--- src/rtl/d_debounce.sv ---
// -----------------------------------------------------------------------------
// d_debounce
//   Turns a raw, asynchronous level (switch or pin) into a clean, clock-aligned
//   level for the d input of the downstream d_latch stage.
//   - d_in is passed through a SYNC_STAGES flop chain.
//   - A 4-state FSM with a dwell counter filters glitches. A change is accepted
//     only after STABLE_CYCLES consecutive equal synchronised samples.
//   - A one-cycle rise or fall pulse is emitted on each accepted transition.
//
// Parameters
//   SYNC_STAGES    synchroniser depth (>= 2)
//   STABLE_CYCLES  equal samples needed to accept a change (>= 1)
//
// Ports
//   clk   in   rising-edge clock
//   rst   in   synchronous, active-low reset
//   en    in   filter enable; while low, pending candidates are dropped
//   d_in  in   raw input, asynchronous to clk
//   out   out  debounced level (registered)
//   rise  out  one-cycle pulse when out goes 0->1 (registered)
//   fall  out  one-cycle pulse when out goes 1->0 (registered)
//   busy  out  high while a candidate transition is being qualified
// -----------------------------------------------------------------------------
module d_debounce #(
  parameter int SYNC_STAGES   = 2,
  parameter int STABLE_CYCLES = 4
) (
  input  logic clk,
  input  logic rst,
  input  logic en,
  input  logic d_in,
  output logic out,
  output logic rise,
  output logic fall,
  output logic busy
);

  localparam int CNT_W = $clog2(STABLE_CYCLES + 1);
  localparam logic [CNT_W-1:0] CNT_ONE  = CNT_W'(1);
  localparam logic [CNT_W-1:0] CNT_LAST = CNT_W'(STABLE_CYCLES - 1);
  // With a single required sample there is nothing to dwell on: a stable
  // state jumps straight to the opposite stable state.
  localparam bit SINGLE = (STABLE_CYCLES == 1);

  typedef enum logic [1:0] {
    S_LOW      = 2'd0,
    S_RISE_CHK = 2'd1,
    S_HIGH     = 2'd2,
    S_FALL_CHK = 2'd3
  } state_t;

  logic [SYNC_STAGES-1:0] sync_q, sync_d;
  state_t                 state_q, state_d;
  logic [CNT_W-1:0]       cnt_q, cnt_d;
  logic                   out_q, out_d;
  logic                   rise_q, rise_d;
  logic                   fall_q, fall_d;
  logic                   busy_q, busy_d;
  logic                   sync_lvl;

  // The synchroniser keeps shifting regardless of en.
  assign sync_d   = {sync_q[SYNC_STAGES-2:0], d_in};
  assign sync_lvl = sync_q[SYNC_STAGES-1];

  always_comb begin
    state_d = state_q;
    cnt_d   = cnt_q;
    out_d   = out_q;
    rise_d  = 1'b0;
    fall_d  = 1'b0;

    case (state_q)
      S_LOW: begin
        if (en && sync_lvl) begin
          if (SINGLE) begin
            state_d = S_HIGH;
            cnt_d   = '0;
            out_d   = 1'b1;
            rise_d  = 1'b1;
          end else begin
            state_d = S_RISE_CHK;
            cnt_d   = CNT_ONE;
          end
        end
      end

      S_RISE_CHK: begin
        // Disable or a returning 0 both discard the candidate silently.
        if (!en || !sync_lvl) begin
          state_d = S_LOW;
          cnt_d   = '0;
        end else if (cnt_q == CNT_LAST) begin
          state_d = S_HIGH;
          cnt_d   = '0;
          out_d   = 1'b1;
          rise_d  = 1'b1;
        end else begin
          cnt_d = cnt_q + CNT_ONE;
        end
      end

      S_HIGH: begin
        if (en && !sync_lvl) begin
          if (SINGLE) begin
            state_d = S_LOW;
            cnt_d   = '0;
            out_d   = 1'b0;
            fall_d  = 1'b1;
          end else begin
            state_d = S_FALL_CHK;
            cnt_d   = CNT_ONE;
          end
        end
      end

      S_FALL_CHK: begin
        if (!en || sync_lvl) begin
          state_d = S_HIGH;
          cnt_d   = '0;
        end else if (cnt_q == CNT_LAST) begin
          state_d = S_LOW;
          cnt_d   = '0;
          out_d   = 1'b0;
          fall_d  = 1'b1;
        end else begin
          cnt_d = cnt_q + CNT_ONE;
        end
      end

      default: begin
        state_d = S_LOW;
        cnt_d   = '0;
      end
    endcase

    // busy is registered, so it is derived from the state being entered.
    busy_d = (state_d == S_RISE_CHK) || (state_d == S_FALL_CHK);
  end

  always_ff @(posedge clk) begin
    if (!rst) begin
      sync_q  <= '0;
      state_q <= S_LOW;
      cnt_q   <= '0;
      out_q   <= 1'b0;
      rise_q  <= 1'b0;
      fall_q  <= 1'b0;
      busy_q  <= 1'b0;
    end else begin
      sync_q  <= sync_d;
      state_q <= state_d;
      cnt_q   <= cnt_d;
      out_q   <= out_d;
      rise_q  <= rise_d;
      fall_q  <= fall_d;
      busy_q  <= busy_d;
    end
  end

  assign out  = out_q;
  assign rise = rise_q;
  assign fall = fall_q;
  assign busy = busy_q;

endmodule

--- config.mk ---
export PLATFORM = sky130hd
export DESIGN_NAME = d_debounce
export DESIGN_NICKNAME = d
export VERILOG_FILES = /design/src/rtl/d_debounce.sv
export SDC_FILE = /design/constraint.sdc
export NUM_CORES = 1
export LEC_CHECK = 0
export BUFFER_PORTS_ARGS = -buffer_cell sky130_fd_sc_hd__clkbuf_2
export CAP_MARGIN = 40
export CORE_AREA = 2 2 39 41
export CTS_CLUSTER_DIAMETER = 60
export CTS_CLUSTER_SIZE = 16
export DETAILED_ROUTE_END_ITERATION = 6
export DIE_AREA = 0 0 41 43
export GPL_ROUTABILITY_DRIVEN = 0
export HOLD_SLACK_MARGIN = 0.12
export PLACE_DENSITY = 0.59
export SLEW_MARGIN = 20
export SYNTH_ARGS = -nofsm -noshare
export SYNTH_HDL_FRONTEND = slang
export SYNTH_SLANG_ARGS = --single-unit
--- constraint.sdc ---
create_clock -name clk -period 2.9 [get_ports clk]
set_input_delay 0.58 -clock clk [delete_from_list [all_inputs] [get_ports clk]]
set_output_delay 0.58 -clock clk [all_outputs]
set_load 0.02 [all_outputs]
==> impl_metrics.yaml <==
sta:
  setup_viol: 0
  fin_setup_tns_ps: 0
  hold_viol: 0
  rsz0062_at_grt: "no"
  tightest_slew_ps: 294.1
  fin_crit_sh_pct: 53.94
  max_freq_mhz: 639.2
  slew_viol_final: 0
  finClkSkew_ps: 0.3133
  max_slew_margin_pct: 80.37
  period_minus_slack_ps: 1564
setup_path:
  worstPathCellList: "clkbuf_2"
  path_buf_inv: 1
  cp_top_family: "flip-flops"
  end_kind: "output pin"
  path_max_fanout: 9
  crit_type: "reg -> out"
  path_depth: 1
  slowest_stage: "dfxtp_1"
  crit_required_ps: 2320
  cp_slowest_stage_delay_ps: 490
  critPathArrivalTime_ps: 980
  worstSetupStartpointType: "flip-flop"
  reg2reg_depth: 4
logic_synthesis:
  yosysTopAreaCellShare_pct: 48.63
  async_reset_ff_share_pct: 0
  synth_top_area_cell: "dfxtp_1"
  syn-num-nets: 44
  synthTopCellsByArea: "dfxtp_1 (49%), mux2i_1 (7.3%), nand4b_1 (4.3%)"
  synth.distinct_cells: 21
  mappedNetlistArea_sq_um: 411.6
  ys_seq_area_share_pct: 48.63
  yosys_warnings: 0
  synth_cells: 39
  synth_edf_count: 0
  syn_area_per_cell_sq_um: 10.56
  synth_flop_cell: "dfxtp_1"
  ys_seq_elements: 10
finish:
  antennaDiodeCount: 0
  multi_input_area_sq_um: 203.9
  layout.nets: 55
  fillers: 145
  regArea_sq_um: 200.2
  syn_to_final_growth_pct: 17.93
  final_util_pct: 35.08
  fin_cells: 64
  drive_above_1_share_pct: 25.00
die:
  die_area_sq_um: 1763
  chipHeight_microns: 43
  core_area_sq_um: 1384
  die_w_microns: 41
  placementRows: 14
  start_util_pct: 29.75
  io_pins: 8
clocking:
  cts_resized: 0
  cts_tree: "built"
  cts_made_buffers: 3
  clk_pin_slew_ps: 60
  cts.hold.buffers_added: 0
  cts.sinks: 10
  clk_latency_ps: 270
  htreeDepth: 1
  cts_root_buffer: "clkbuf_4"
  post_cts_buffers: 0
  clock_path_buffers: 2
placement:
  place_inst: 61
  io_buffers: 7
  hpwl_microns: 457.7
routing:
  wl_per_cell_microns: 10.72
  dr.pass1.iters: 5
  vias: 305
  routed_wl_microns: 686
  dr.first_iter.drc_count: 5
  ant_nets: 0
  route.detailed.drc: 0
  routed_via_density: 4.766
power:
  sw_frac_of_total_pct: 22.24
  p_switching_mw: 0.05479
  p_leak_nw: 0.2285
  seqPwrFrac_pct: 57.1
  combPwrFrac_pct: 3.6
  power.density_nw_per_um2: 507.5
  max-vdd-ir-drop_mv: 0.1755
  clockPowerShare_pct: 39.2
  internal_power_mw: 0.1916
run:
  cap_violations: 0
global_routing:
  antenna_found_initial: 0
  gr-usage-all-layers_pct: 10.24
  grt_max_degree: 12
  grt_overflow: 0
  grt_pass1_wl_microns: 1138
  grt_pass1_vias: 270
min_path:
  holdPathStages: 1
  hold_class: "reg -> reg"
run_status:
  status: "finished, final reports clean"
[placed cells by master (no fill, tap or decap), types with 2 or more instances in the layout]
cell      count
and2_1        2
clkbuf_2      7
clkbuf_4      3
dfxtp_1      10
mux2i_1       3
nand2b_1      2
nand3b_1      2
nand4b_1      2
nor2_1        3
nor2b_1       2
[metrics by stage]
stage	power, mW	setup WS, ps	hold slack (ps)	instance area [sq um]
after CTS	0.2520	1328	438.1	485.5
after floorplan	0.1492	1657	411.9	411.6
after global routing	0.2568	1277	480.3	485.5
after detailed placement	0.1530	1506	422.1	462.9
final	0.2464	1336	433.1	485.5
after global placement	0.1527	1518	415.3	462.9
[registers in the layout, indices dropped and copies added, names as in the netlist]
signal   cells
busy         1
cnt_q        3
fall         1
out          1
rise         1
state_q      1
sync_q       2
[path summary, 6_finish.rpt]
kind / startpoint / to / slack [ps]
max: busy / busy / 1340
max reg2reg: cnt_q[0] / out / 1650
min: sync_q[0] / sync_q[1] / 430
min reg2reg: sync_q[0] / sync_q[1] / 430
[final cells by class]
| type | count | area share, % |
|---|---|---|
| Clock buffer | 3 | 4.639 |
| Inverter | 1 | 0.7732 |
| Multi-Input combinational cell | 27 | 42.01 |
| Sequential cell | 10 | 41.24 |
| Tap cell | 16 | 4.124 |
| Timing Repair Buffer | 7 | 7.216 |
[cells in the mapped netlist (all sizes together), types with 2 or more instances]
master,n
dfxtp,10
and2,3
mux2i,3
nand4b,3
nor2,3
a21boi,2
nand2b,2
nand3b,2
nor2b,2
[power groups by stage]
stage	logic (mW)	registers, mW	clock network (mW)
2_1_floorplan	0.00532	0.144	0
3_3_place_gp	0.00882	0.144	0
5_1_grt	0.0103	0.141	0.105
3_5_place_dp	0.00903	0.144	0
6_report	0.00896	0.141	0.0967
4_1_cts	0.00907	0.141	0.102
[logic make-up after synthesis]
logic type      Yosys count  synth area share (%)
simple gates             18                 28.87
compound gates            5                 10.33
buf+inv                   2                 1.822
mux                       3                 7.295
fa+ha+maj                 1                 3.039
flops                    10                 48.63
[routing by layer]
metal	vias up	track usage [%]	part of all wire (%)
li1	157	-	-
met1	136	12.54	48
met2	10	12.19	42
met3	2	4.712	6.9
met4	0	10.00	3.1
met5	-	0	0
Power figures use the tool's default switching activity.
